<file path="config.mk">
export PLATFORM = sky130hd
export DESIGN_NAME = mem_port_arbiter
export DESIGN_NICKNAME = d
export VERILOG_FILES = /design/src/rtl/mem_arb_pkg.sv /design/src/rtl/mem_arb_prio_sel.sv /design/src/rtl/mem_port_arbiter.sv
export SDC_FILE = /design/constraint.sdc
export NUM_CORES = 1
export LEC_CHECK = 0
export ABC_AREA = 1
export BUFFER_PORTS_ARGS = -buffer_cell sky130_fd_sc_hd__buf_2
export CORE_AREA = 2 2 108 121
export CTS_CLUSTER_DIAMETER = 100
export CTS_CLUSTER_SIZE = 20
export DETAILED_ROUTE_END_ITERATION = 8
export DIE_AREA = 0 0 110 123
export GPL_TIMING_DRIVEN = 0
export PLACE_DENSITY = 0.84
export SETUP_SLACK_MARGIN = 0.2
export SLEW_MARGIN = 20
export SYNTH_ARGS = -nofsm -noshare
export SYNTH_HDL_FRONTEND = slang
export SYNTH_HIERARCHICAL = 1
export SYNTH_SLANG_ARGS = --single-unit
</file>
<file path="constraint.sdc">
create_clock -name arb_clk -period 3.7 [get_ports arb_clk]
set_input_delay 0.74 -clock arb_clk [delete_from_list [all_inputs] [get_ports arb_clk]]
set_output_delay 0.74 -clock arb_clk [all_outputs]
set_load 0.02 [all_outputs]
</file>
<file path="src/rtl/mem_arb_pkg.sv">
// mem_arb_pkg: shared constants for the two-requester memory port arbiter.
//   - FSM state encoding (IDLE / ACCESS / WAIT)
//   - transaction owner encoding (instruction fetch vs data port)
package mem_arb_pkg;

  localparam logic [1:0] IDLE   = 2'd0;
  localparam logic [1:0] ACCESS = 2'd1;
  localparam logic [1:0] WAIT   = 2'd2;

  localparam logic OWN_IF = 1'b0;
  localparam logic OWN_D  = 1'b1;

endpackage

</file>
<file path="src/rtl/mem_arb_prio_sel.sv">
// mem_arb_prio_sel: winner select for the memory port arbiter.
// Data requests win by default; a saturating starvation counter forces the
// fetch side to win once it has lost STARVE_MAX consecutive grants to D.
// Ports:
//   arb_clk_i  clock
//   arb_rst_i  asynchronous active-low reset
//   if_req_i   fetch request
//   d_req_i    data request
//   grant_i    a grant is being issued this cycle
//   winner_o   OWN_IF or OWN_D, meaningful while grant_i is high
module mem_arb_prio_sel
  import mem_arb_pkg::*;
#(
  parameter int unsigned STARVE_MAX = 32'd4
) (
  input  logic arb_clk_i,
  input  logic arb_rst_i,
  input  logic if_req_i,
  input  logic d_req_i,
  input  logic grant_i,
  output logic winner_o
);

  localparam int unsigned        CNT_W   = $clog2(STARVE_MAX + 32'd1);
  localparam logic [CNT_W-1:0]   CNT_MAX = CNT_W'(STARVE_MAX);
  localparam logic [CNT_W-1:0]   CNT_ONE = CNT_W'(32'd1);

  logic [CNT_W-1:0] starve_q;
  logic [CNT_W-1:0] starve_d;

  // Winner select: IF wins when alone, or when D has starved it long enough
  always_comb begin
    winner_o = OWN_D;
    if (if_req_i && (!d_req_i || (starve_q == CNT_MAX))) begin
      winner_o = OWN_IF;
    end else begin
      winner_o = OWN_D;
    end
  end

  // Starvation count: counts D grants that left IF waiting, saturating
  always_comb begin
    starve_d = starve_q;
    if (grant_i) begin
      if ((winner_o == OWN_D) && if_req_i) begin
        if (starve_q == CNT_MAX) begin
          starve_d = starve_q;
        end else begin
          starve_d = starve_q + CNT_ONE;
        end
      end else begin
        starve_d = {CNT_W{1'b0}};
      end
    end else begin
      starve_d = starve_q;
    end
  end

  // Starvation counter register
  always_ff @(posedge arb_clk_i or negedge arb_rst_i) begin
    if (!arb_rst_i) begin
      starve_q <= {CNT_W{1'b0}};
    end else begin
      starve_q <= starve_d;
    end
  end

endmodule

</file>
<file path="src/rtl/mem_port_arbiter.sv">
// mem_port_arbiter: shares one memory port between instruction fetch (IF)
// and data load/store (D). One transaction is outstanding at a time:
// IDLE grants (combinational gnt), ACCESS strobes mem_en for one cycle,
// WAIT counts down the remaining memory latency. The owner's rvalid pulses
// MEM_LAT+1 cycles after its grant, and a new grant may issue in that cycle.
// Ports:
//   arb_clk / arb_rst              clock, asynchronous active-low reset
//   if_req/if_addr -> if_gnt       fetch request and accept pulse
//   if_rvalid/if_rdata             fetch response (rdata held)
//   d_req/d_we/d_addr/d_wdata      data request fields -> d_gnt
//   d_rvalid/d_rdata               load data or store completion
//   mem_en/mem_we/mem_addr/mem_wdata/mem_rdata  memory port
//   busy                           high while a transaction is in flight
module mem_port_arbiter
  import mem_arb_pkg::*;
#(
  parameter int unsigned ADDR_W     = 32'd32,
  parameter int unsigned DATA_W     = 32'd32,
  parameter int unsigned MEM_LAT    = 32'd2,
  parameter int unsigned STARVE_MAX = 32'd4
) (
  input  logic              arb_clk,
  input  logic              arb_rst,
  input  logic              if_req,
  input  logic [ADDR_W-1:0] if_addr,
  output logic              if_gnt,
  output logic              if_rvalid,
  output logic [DATA_W-1:0] if_rdata,
  input  logic              d_req,
  input  logic              d_we,
  input  logic [ADDR_W-1:0] d_addr,
  input  logic [DATA_W-1:0] d_wdata,
  output logic              d_gnt,
  output logic              d_rvalid,
  output logic [DATA_W-1:0] d_rdata,
  output logic              mem_en,
  output logic              mem_we,
  output logic [ADDR_W-1:0] mem_addr,
  output logic [DATA_W-1:0] mem_wdata,
  input  logic [DATA_W-1:0] mem_rdata,
  output logic              busy
);

  localparam int unsigned      LAT_W      = $clog2(MEM_LAT + 32'd1);
  localparam logic [LAT_W-1:0] LAT_LOAD   = LAT_W'(MEM_LAT - 32'd1);
  localparam logic [LAT_W-1:0] LAT_ONE    = LAT_W'(32'd1);
  localparam logic             SINGLE_CYC = (MEM_LAT == 32'd1);

  logic [1:0]        state_q, state_d;
  logic [LAT_W-1:0]  lat_q, lat_d;
  logic              owner_q;
  logic              txn_we_q;
  logic              grant_s;
  logic              winner_s;
  logic              capture_s;
  logic              mem_en_q, mem_we_q, busy_q;
  logic              if_rvalid_q, d_rvalid_q;
  logic [ADDR_W-1:0] mem_addr_q;
  logic [DATA_W-1:0] mem_wdata_q, if_rdata_q, d_rdata_q;

  mem_arb_prio_sel #(
    .STARVE_MAX (STARVE_MAX)
  ) u_prio_sel (
    .arb_clk_i (arb_clk),
    .arb_rst_i (arb_rst),
    .if_req_i  (if_req),
    .d_req_i   (d_req),
    .grant_i   (grant_s),
    .winner_o  (winner_s)
  );

  // The grant is combinational; the reset term keeps gnt low while held in reset.
  assign grant_s   = (state_q == IDLE) && (if_req || d_req);
  assign if_gnt    = arb_rst && grant_s && (winner_s == OWN_IF);
  assign d_gnt     = arb_rst && grant_s && (winner_s == OWN_D);
  // Read data is sampled in the last latency cycle (ACCESS itself when MEM_LAT=1).
  assign capture_s = ((state_q == ACCESS) && SINGLE_CYC) ||
                     ((state_q == WAIT) && (lat_q == LAT_ONE));

  assign mem_en    = mem_en_q;
  assign mem_we    = mem_we_q;
  assign mem_addr  = mem_addr_q;
  assign mem_wdata = mem_wdata_q;
  assign if_rvalid = if_rvalid_q;
  assign if_rdata  = if_rdata_q;
  assign d_rvalid  = d_rvalid_q;
  assign d_rdata   = d_rdata_q;
  assign busy      = busy_q;

  // FSM next state and latency countdown
  always_comb begin
    state_d = state_q;
    lat_d   = lat_q;
    case (state_q)
      IDLE: begin
        if (grant_s) begin
          state_d = ACCESS;
        end else begin
          state_d = IDLE;
        end
      end
      ACCESS: begin
        if (SINGLE_CYC) begin
          state_d = IDLE;
        end else begin
          lat_d   = LAT_LOAD;
          state_d = WAIT;
        end
      end
      WAIT: begin
        lat_d = lat_q - LAT_ONE;
        if (lat_q == LAT_ONE) begin
          state_d = IDLE;
        end else begin
          state_d = WAIT;
        end
      end
      default: begin
        state_d = IDLE;
        lat_d   = {LAT_W{1'b0}};
      end
    endcase
  end

  // FSM state and latency counter registers
  always_ff @(posedge arb_clk or negedge arb_rst) begin
    if (!arb_rst) begin
      state_q <= IDLE;
      lat_q   <= {LAT_W{1'b0}};
    end else begin
      state_q <= state_d;
      lat_q   <= lat_d;
    end
  end

  // Memory port, owner tracking and response registers
  always_ff @(posedge arb_clk or negedge arb_rst) begin
    if (!arb_rst) begin
      owner_q     <= OWN_IF;
      txn_we_q    <= 1'b0;
      mem_en_q    <= 1'b0;
      mem_we_q    <= 1'b0;
      mem_addr_q  <= {ADDR_W{1'b0}};
      mem_wdata_q <= {DATA_W{1'b0}};
      if_rvalid_q <= 1'b0;
      d_rvalid_q  <= 1'b0;
      if_rdata_q  <= {DATA_W{1'b0}};
      d_rdata_q   <= {DATA_W{1'b0}};
      busy_q      <= 1'b0;
    end else begin
      // mem_en/mem_we are high exactly in the ACCESS cycle following a grant
      mem_en_q <= grant_s;
      mem_we_q <= grant_s && (winner_s == OWN_D) && d_we;
      if (grant_s) begin
        owner_q    <= winner_s;
        txn_we_q   <= (winner_s == OWN_D) && d_we;
        mem_addr_q <= (winner_s == OWN_IF) ? if_addr : d_addr;
        // Fetches carry no write data, so the last store data is kept
        if (winner_s == OWN_D) begin
          mem_wdata_q <= d_wdata;
        end
      end
      if_rvalid_q <= capture_s && (owner_q == OWN_IF);
      d_rvalid_q  <= capture_s && (owner_q == OWN_D);
      if (capture_s && (owner_q == OWN_IF)) begin
        if_rdata_q <= mem_rdata;
      end
      // Stores complete with d_rvalid but leave d_rdata untouched
      if (capture_s && (owner_q == OWN_D) && !txn_we_q) begin
        d_rdata_q <= mem_rdata;
      end
      busy_q <= (state_d != IDLE);
    end
  end

endmodule

</file>
==> results_dict.tcl, run 1 <==
set metrics [dict create \
    drv_slew 0 \
    dominantRegCellSynth "dfrtp_1" \
    yosysWarnings 6 \
    synth-edff-count 0 \
    post_cts_buffers 0 \
    fp.dieH_um 123 \
    syn_nets 876 \
    grt_pass1_vias 5636 \
    yosys-top-cells-area "dfrtp_1 (58%), nand2_1 (23%), nand4_1 (3.3%)" \
    place.gp.congestion 0.8185 \
    fill_cells 1030 \
    initial_core_util_pct 49.95 \
    hpwl_mm 12.48 \
    cp-start-kind "flop" \
    stdcell_area_sq_um 8322 \
    crit_start "u_prio_sel/starve_q[0]" \
    avgRoutedWirePerCell_um 14.24 \
    antenna_left 0 \
    clk_pin_slew_ns 0.06 \
    maxCapViolations 0 \
    worst-setup-path-type "reg2out" \
    period_share_pct 80.26 \
    ctsHoldBuffers 0 \
    finalSetupViolCount 0 \
    regToRegSetupSlack_ns 1.83 \
    ir_drop_mv 0.5140 \
    die_area_sq_um 13530 \
    fin_hold_ws_ns 0.2480 \
    grt_pass1_wl_mm 26.53 \
    syn_avg_cell_area_sq_um 8.362 \
    antenna_found_initial 0 \
    dr.pass1.iters 7 \
    root_buffer "clkbuf_16" \
    clockBufferDepth 2 \
    final.setup_skew_ns 0.009520 \
    vias 5884 \
    wl_mm 16.99 \
    crit_path_end_kind "output pin" \
    grt_max_degree 86 \
    tritoncts "done" \
    ys_seq_area_share_pct 57.74 \
    first_iter_violations 415 \
    rsz0062_at_grt "no" \
    clkSinkCount 142 \
    cts.htree.levels 4 \
    outcome "complete, no violations" \
    relSlewSlack_pct 66.91 \
    nets 1163 \
    p_leak_uw 0.004822 \
    fin_crit_ns 2.970 \
    netlist_area_sq_um 6155 \
    setup_tns_ns 0 \
    insertion_delay_ns 0.41 \
    synth_cells 736 \
    place_area_sq_um 7725 \
    yosysTopAreaCell "dfrtp_1" \
    hold_path.class "in2async" \
    io_pins 268 \
    worst_pin_slew_ns 0.4964 \
    drc_errors 0 \
    track_usage_pct 25.34 \
    antenna_cells 0 \
    power_density_nw_per_um2 909.5 \
    cts.repair.resized 0 \
    postSynth.asyncResetShare_pct 100.0 \
    overflow 0 \
    die_x_um 110 \
    clock.fmax_mhz 336.8 \
    drive_gt1_share_pct 33.20 \
    post_drt_via_cell_ratio 4.932 \
    cts_made_buffers 17 \
    cp_max_fo 10 \
    num_rows 43 \
    yosys.area.top_type_share_pct 57.74 \
    critical_path_arrival_ns 2.23 \
    syn_to_final_growth_pct 35.21 \
    reg2reg_from "state_q[0]" \
    io_buffer_count 267 \
    hold_violations 0 \
    ys_ff_latch 142 \
    cp.required_ns 2.96 \
    utilization_pct 67.54 \
    synth_cell_types 22 \
    core_region_area_sq_um 12320 \
]
-- flip-flops by register name (all words and copies together) (netlist names), 2 cells and up --
| name | flops |
|---|---|
| mem_addr | 32 |
| mem_wdata | 32 |
| d_rdata | 32 |
| state_q | 2 |
| if_rdata | 32 |
| lat_q | 2 |
| u_prio_sel/starve_q | 3 |
-- final timing paths --
check,endpoint,cells after the start
worst max-delay path,d_gnt,10
worst min-delay path,d_rdata[30],1
worst max register to register,u_prio_sel/starve_q[2],12
worst min register to register,mem_wdata[31],2
max in group asynchronous,mem_addr[24],2
min in group arb_clk,mem_wdata[31],2
-- synth_stat cells (2+ instances only) --
cell type and n:
clkbuf_1 13, o21ai_1 6, nand3_2 2, nor2_1 7, nand4_1 32, ha_1 7, o21bai_1 2, nand2_1 372
inv_1 43, buf_4 8, o21ai_0 28, nand2_2 3, inv_2 7, nand3_1 36, buf_6 5, buf_2 18
dfrtp_1 142
-- cell type report --
cell class                      count  area (sq um)  area share (%)
Clock buffer                       19         432.9           5.202
Buffer                             44         255.2           3.067
Multi-Input combinational cell    500          2158           25.94
Sequential cell                   142          3553           42.70
Clock inverter                     13         163.9           1.970
Tap cell                          157         196.4           2.361
Timing Repair Buffer              268          1374           16.51
Inverter                           50         187.7           2.255
-- power by group --
part	switching, uW	internal [uW]
registers	391	2280
logic	2150	1020
clock network	661	1070
total	3200	4370
-- placed cells by master, fill, tap and decap left out, drive strengths merged --
cell and count:
nor2 8, a21oi 1, buf 299, clkinv 5, o21bai 2, nand3 38, bufinv 3, nand3b 1
ha 7, clkbuf 32, nor3 1, nand4 32, inv 53, o21ai 34, dfrtp 142, nand2 376
clkinvlp 2
-- per-stage QoR --
step           std cells  power (uW)  worst slack, ns
2_1_floorplan        736        4632            1.275
3_3_place_gp        1160        5745          -0.7874
3_5_place_dp        1161        5843           0.8675
4_1_cts             1193        7612           0.7050
5_1_grt             1193        8059           0.5052
6_report            1193        7568           0.7305
-- worst max-delay path, cell delays in order, from the launching register on --
cell and delay, ns:
dfrtp_1 0.35, inv_1 0.08, ha_1 0.19, nand2_1 0.09, nand2_1 0.05, nand2_1 0.05
buf_2 0.24, nand3_1 0.25, buf_2 0.26, nor2_1 0.09, buf_2 0.16
-- cell families after synthesis --
logic type               after synthesis  synth area share [%]
AO/OA/AOI/OAI                         37                 3.151
adder cells (fa/ha/maj)                7                 1.423
flip-flops                           142                 57.74
buffers and inverters                 94                 7.197
AND/OR/NAND/NOR                      456                 30.49
-- routing by layer --
layer  GRT usage (%)  share of wire, %
met1           29.44                39
met2           45.32                51
met3           6.958               7.6
met4           7.437               2.0
met5               0                 0
Note: power is estimated with default switching activity, not from simulation.
==> run 2: changes to the inputs <==
--- a/config.mk
+++ b/config.mk
@@ -5,15 +5,15 @@
 export SDC_FILE = /design/constraint.sdc
 export NUM_CORES = 1
 export LEC_CHECK = 0
-export ABC_AREA = 1
+export ABC_AREA = 0
 export BUFFER_PORTS_ARGS = -buffer_cell sky130_fd_sc_hd__buf_2
-export CORE_AREA = 2 2 108 121
+export CORE_AREA = 2 2 116 129
 export CTS_CLUSTER_DIAMETER = 100
 export CTS_CLUSTER_SIZE = 20
 export DETAILED_ROUTE_END_ITERATION = 8
-export DIE_AREA = 0 0 110 123
+export DIE_AREA = 0 0 118 131
 export GPL_TIMING_DRIVEN = 0
-export PLACE_DENSITY = 0.84
+export PLACE_DENSITY = 0.75
 export SETUP_SLACK_MARGIN = 0.2
 export SLEW_MARGIN = 20
 export SYNTH_ARGS = -nofsm -noshare
==> constraint.sdc (replaced) <==
create_clock -name arb_clk -period 2.5 [get_ports arb_clk]
set_input_delay 0.5 -clock arb_clk [delete_from_list [all_inputs] [get_ports arb_clk]]
set_output_delay 0.5 -clock arb_clk [all_outputs]
set_load 0.02 [all_outputs]
==> run 2 against run 1 <==
Utilization fell by 9.3 points; clock power rose by 63%; synthesized cell count fell by 45%; largest power group unchanged.
==> results_dict.tcl, run 2 <==
set metrics [dict create \
    outcome "complete, no violations" \
    crit_start "u_prio_sel/starve_q[1]" \
    post_drt_via_cell_ratio 4.728 \
    avgRoutedWirePerCell_um 15.62 \
    ys_seq_area_share_pct 61.15 \
    yosysWarnings 6 \
    postSynth.asyncResetShare_pct 100.0 \
    drive_gt1_share_pct 61.79 \
    hpwl_mm 10.59 \
    final_cell_mix "buf_2 (273), dfrtp_1 (142), mux2_2 (66)" \
    wl_mm 14.20 \
    antenna_cells 0 \
    insertion_delay_ns 0.41 \
    die_x_um 118 \
    initial_core_util_pct 40.87 \
    dr.pass1.iters 4 \
    netlist_area_sq_um 5811 \
    cp_slowest_stage_delay_ns 0.39 \
    final_common_cell "buf_2" \
    ys_ff_latch 142 \
    yosysTopAreaCell "dfrtp_1" \
    clkSinkCount 142 \
    maxCapViolations 0 \
    yosys-top-cells-area "dfrtp_1 (61%), mux2_2 (13%), mux2_4 (7.8%)" \
    nets 844 \
    drc_errors 0 \
    num_rows 46 \
    track_usage_pct 18.44 \
    syn_avg_cell_area_sq_um 14.38 \
    hold_violations 0 \
    synth_cells 404 \
    power.total_uw 11760 \
    layout_setup_ws_ns 0.2654 \
    stdcell_area_sq_um 8287 \
    cp_common_cell "nand2_2" \
    grt_max_degree 98 \
    p_leak_uw 0.004382 \
    critical_path_arrival_ns 1.73 \
    synth-edff-count 0 \
    cp_max_fo 4 \
    place.gp.congestion 0.8242 \
    period_share_pct 89.38 \
    fin_crit_ns 2.235 \
    antenna_left 0 \
    antenna_found_initial 0 \
    cp-start-kind "flop" \
    tritoncts "done" \
    clock.fmax_mhz 447.5 \
    cp-endpoint "if_gnt" \
    hold_path.class "in2async" \
    synth_common_cells "dfrtp_1 (142), mux2_2 (66), nand2_1 (40)" \
    cts_made_buffers 17 \
    r2r_cells 10 \
    yosys.area.top_type_share_pct 61.15 \
    io_buffer_count 267 \
    worst-setup-path-type "reg2out" \
    r2r-end "mem_wdata[24]" \
    first_iter_violations 130 \
    power_density_nw_per_um2 1419 \
    reg2reg_from "u_prio_sel/starve_q[1]" \
    syn_to_final_growth_pct 42.61 \
    die_area_sq_um 15460 \
    synth_cell_types 29 \
    regToRegSetupSlack_ns 0.54 \
    place_ws_ns 0.2893 \
    vias 4298 \
    grt_pass1_wl_mm 22.38 \
    final.setup_skew_ns 0.007479 \
    crit_path_end_kind "output pin" \
    ir_drop_mv 0.7037 \
    drv_slew 0 \
    finalSetupViolCount 0 \
    cts.htree.levels 4 \
    place_area_sq_um 7425 \
    root_buffer "clkbuf_16" \
    cp.required_ns 2.00 \
    yosysMostFrequentCell "dfrtp_1" \
    cp_slowest_cell "dfrtp_1" \
    syn_nets 544 \
    rsz0062_at_grt "no" \
    io_pins 268 \
    overflow 0 \
    dominantRegCellSynth "dfrtp_1" \
    clockBufferDepth 2 \
    fp.dieH_um 131 \
    relSlewSlack_pct 67.76 \
    path_cells "inv_2 -> ha_4 -> nand2_4 -> nand2_2 -> nand2_2 -> buf_6 -> buf_8 -> nor3b_2 -> buf_4" \
    core_region_area_sq_um 14220 \
    worst_pin_slew_ns 0.4836 \
    grt_pass1_vias 4512 \
    clk_pin_slew_ns 0.06 \
]
-- run 2: per-layer routing --
layer	GRT usage [%]	vias up	wire (um)
li1	-	1999	-
met1	21.37	2108	5730
met2	32.76	175	7403
met3	5.339	16	815
met4	6.945	0	251
met5	0	-	0
-- run 2: per-stage QoR --
step	hold WS, ns	std cells	TNS (ns)	util (%)
after global routing	0.06411	909	0	58.29
after CTS	0.05439	902	0	57.71
final	0.06416	909	0	58.29
after global placement	0.4620	863	-134.58	51.96
after floorplan	0.2044	404	0	-
after detailed placement	0.4199	864	0	52.23
-- run 2: repair_timing --
item                                   CTS  global route
resized for setup                       16             7
pin swaps                                1             4
setup endpoints to repair                2             2
setup buffers                            5             7
endpoints found under the hold margin   45             0
cloned                                   0             0
hold buffers                             1             0
-- run 2: layout make-up --
type | count | area [sq um]
well taps | 192 | 240.2
flip-flops and latches | 142 | 3553
repair buffers | 281 | 1494
fillers | 1174 | 5929
inverters | 8 | 32.53
multi-input cells | 233 | 2138
plain buffers | 21 | 162.7
clock buffers | 18 | 439.2
clock inverters | 14 | 226.5
-- run 2: how the worst min path moves through the flow --
stage                   endpoint    startpoint  cells after the start  slack [ns]
global route          d_rdata[9]       arb_rst                      2        0.06
floorplan                   busy       arb_rst                      0        0.20
detailed placement  if_rdata[10]       arb_rst                      1        0.42
global placement    mem_addr[31]  mem_addr[31]                      2        0.46
CTS                  if_rdata[9]       arb_rst                      2        0.05
finish              if_rdata[10]       arb_rst                      2        0.06
-- run 2: kinds of logic (layout without fill, tap and decap cells) --
kind of cell / count (synthesis) / count (layout) / synth area share [%]
buf+inv: 29 / 342 / 2.864
simple gates: 57 / 57 / 4.479
fa+ha+maj: 7 / 7 / 1.507
flops: 142 / 142 / 61.15
mux: 129 / 129 / 26.23
compound gates: 40 / 40 / 3.768
-- run 2: critical path, delay by kind of cell, from the launching register on --
family / cells / cell delay (ns)
buffers and inverters: 4 / 0.48
flip-flops: 1 / 0.39
AND/OR/NAND/NOR: 4 / 0.31
adder cells (fa/ha/maj): 1 / 0.14
-- run 2: power by group --
| group | internal (uW) | switching (uW) | total (uW) |
|---|---|---|---|
| Clock | 1820 | 998 | 2820 |
| Combinational | 2090 | 2810 | 4900 |
| Sequential | 3440 | 595 | 4030 |
==> run 3: changes to the inputs <==
--- a/config.mk
+++ b/config.mk
@@ -7,11 +7,11 @@
 export LEC_CHECK = 0
 export ABC_AREA = 0
 export BUFFER_PORTS_ARGS = -buffer_cell sky130_fd_sc_hd__buf_2
-export CORE_AREA = 2 2 116 129
+export CORE_AREA = 3 3 122 124
 export CTS_CLUSTER_DIAMETER = 100
 export CTS_CLUSTER_SIZE = 20
 export DETAILED_ROUTE_END_ITERATION = 8
-export DIE_AREA = 0 0 118 131
+export DIE_AREA = 0 0 125 127
 export GPL_TIMING_DRIVEN = 0
 export PLACE_DENSITY = 0.75
 export SETUP_SLACK_MARGIN = 0.2
==> run 3 against run 2 <==
Cell area down 1.6%; clock power down 13%; first-iteration DRC count up 21%; combinational power down 1%; cell count down 1.8%; critical endpoint unchanged.
==> results_dict.tcl, run 3 (synthesized netlist as in run 2, its figures left out) <==
set metrics [dict create \
    cts_made_buffers 17 \
    utilization_pct 58.73 \
    cp-start-kind "flop" \
    cp_max_fo 3 \
    core_region_area_sq_um 13880 \
    final.setup_skew_ns 0.007880 \
    final_cell_mix "buf_2 (272), dfrtp_1 (142), mux2_2 (66)" \
    die_x_um 125 \
    track_usage_pct 18.70 \
    fill_cells 1122 \
    placed_cells 852 \
    worst-setup-path-type "reg2out" \
    hold_path.class "in2reg" \
    insertion_delay_ns 0.41 \
    grt_pass1_vias 4636 \
    tritoncts "done" \
    critical_path_arrival_ns 1.73 \
    drive_gt1_share_pct 61.29 \
    hpwl_mm 10.92 \
    cts.htree.levels 4 \
    nets 841 \
    drc_errors 0 \
    outcome "complete, no violations" \
    p_leak_uw 0.004320 \
    vias 4262 \
    instances_no_fill 893 \
    dr.pass1.iters 4 \
    antenna_cells 0 \
    root_buffer "clkbuf_16" \
    io_pins 268 \
    hold_violations 0 \
    antenna_found_initial 0 \
    maxCapViolations 0 \
    cp.required_ns 2.00 \
    first_iter_violations 157 \
    avgRoutedWirePerCell_um 16.45 \
    io_buffer_count 267 \
    initial_core_util_pct 41.86 \
    layout_setup_ws_ns 0.2716 \
    place_ws_ns 0.2616 \
    power_density_nw_per_um2 1389 \
    finalSetupViolCount 0 \
    grt_pass1_wl_mm 23.52 \
    final_common_cell "buf_2" \
    place.gp.congestion 0.8711 \
    period_share_pct 89.14 \
    fp.dieH_um 127 \
    clkSinkCount 142 \
    grt_max_degree 92 \
    overflow 0 \
    clk_pin_slew_ns 0.06 \
    fin_crit_ns 2.228 \
    rsz0062_at_grt "yes" \
    post_drt_via_cell_ratio 4.773 \
    ir_drop_mv 0.5864 \
    clock.fmax_mhz 448.7 \
    relSlewSlack_pct 69.06 \
    clockBufferDepth 2 \
    antenna_left 0 \
    num_rows 43 \
    syn_to_final_growth_pct 40.29 \
    worst_pin_slew_ns 0.4642 \
    crit_path_end_kind "output pin" \
    die_area_sq_um 15880 \
    wl_mm 14.69 \
    drv_slew 0 \
    setup_tns_ns 0 \
]
## run 3: cell count changes in the layout (fill, tap and decap cells not counted), sizes merged
cell         change
bufinv           -3
buf              -5
clkinv           +5
inv              -4
dlygate4sd3      +2
clkinvlp         +1
## run 3: final timing paths
check	start	to	slack [ns]	depth (start not counted)
max in group asynchronous	arb_rst	d_rdata[9]	1.09	3
setup / recovery	u_prio_sel/starve_q[0]	if_gnt	0.27	9
hold / removal	d_wdata[13]	mem_wdata[13]	0.31	2
setup reg to reg	u_prio_sel/starve_q[0]	mem_wdata[30]	0.61	10
min in group asynchronous	arb_rst	mem_addr[5]	0.54	2
hold reg to reg	mem_addr[12]	mem_addr[12]	0.48	2
## run 3: what timing repair did
action                                  CTS  global route
hold buffers                              3             0
pin swaps                                 2             2
hold endpoints to repair                  4             0
resized for setup                        18             4
cloned                                    0             0
buffers inserted                          4             3
endpoints found under the setup margin    2             2
## run 3: per-stage QoR
step / hold WS (ns) / area, sq um / total power [uW]
global placement: 0.4578 / 7372 / 8600
detailed placement: 0.4416 / 7410 / 8791
CTS: 0.2924 / 8119 / 11420
floorplan: 0.2044 / 5811 / 7022
finish: 0.3134 / 8152 / 11320
global route: 0.2828 / 8152 / 11990
## run 3: layout make-up
| cell class | instances | area [sq um] | share of cell area (%) |
|---|---|---|---|
| clock inverters | 13 | 138.9 | 1.704 |
| inverters | 8 | 30.03 | 0.3684 |
| clock buffers | 18 | 439.2 | 5.388 |
| flip-flops and latches | 142 | 3553 | 43.59 |
| well taps | 180 | 225.2 | 2.763 |
| plain buffers | 21 | 162.7 | 1.995 |
| multi-input cells | 233 | 2131 | 26.14 |
| repair buffers | 278 | 1471 | 18.05 |
## run 3: routing by layer
metal	global-route usage [%]	vias to the layer above	share of wire, %
met2	33.03	180	52
met5	0	-	0
met4	6.059	0	1.6
met1	21.61	2071	39
met3	6.145	14	7.5
li1	-	1997	-
## run 3: power by group
group / switching, uW / internal, uW / total (uW)
clock: 967 / 1490 / 2460
sequential: 597 / 3440 / 4040
combinational: 2780 / 2050 / 4830
total: 4340 / 6980 / 11300
## run 3: worst max-delay path, cell delays in order, from the launching register on
cell	delay (ns)
dfrtp_1	0.39
inv_2	0.08
ha_4	0.13
nand2_4	0.05
nand2_2	0.06
nand2_2	0.05
buf_6	0.11
buf_8	0.11
nor3b_2	0.16
buf_4	0.16
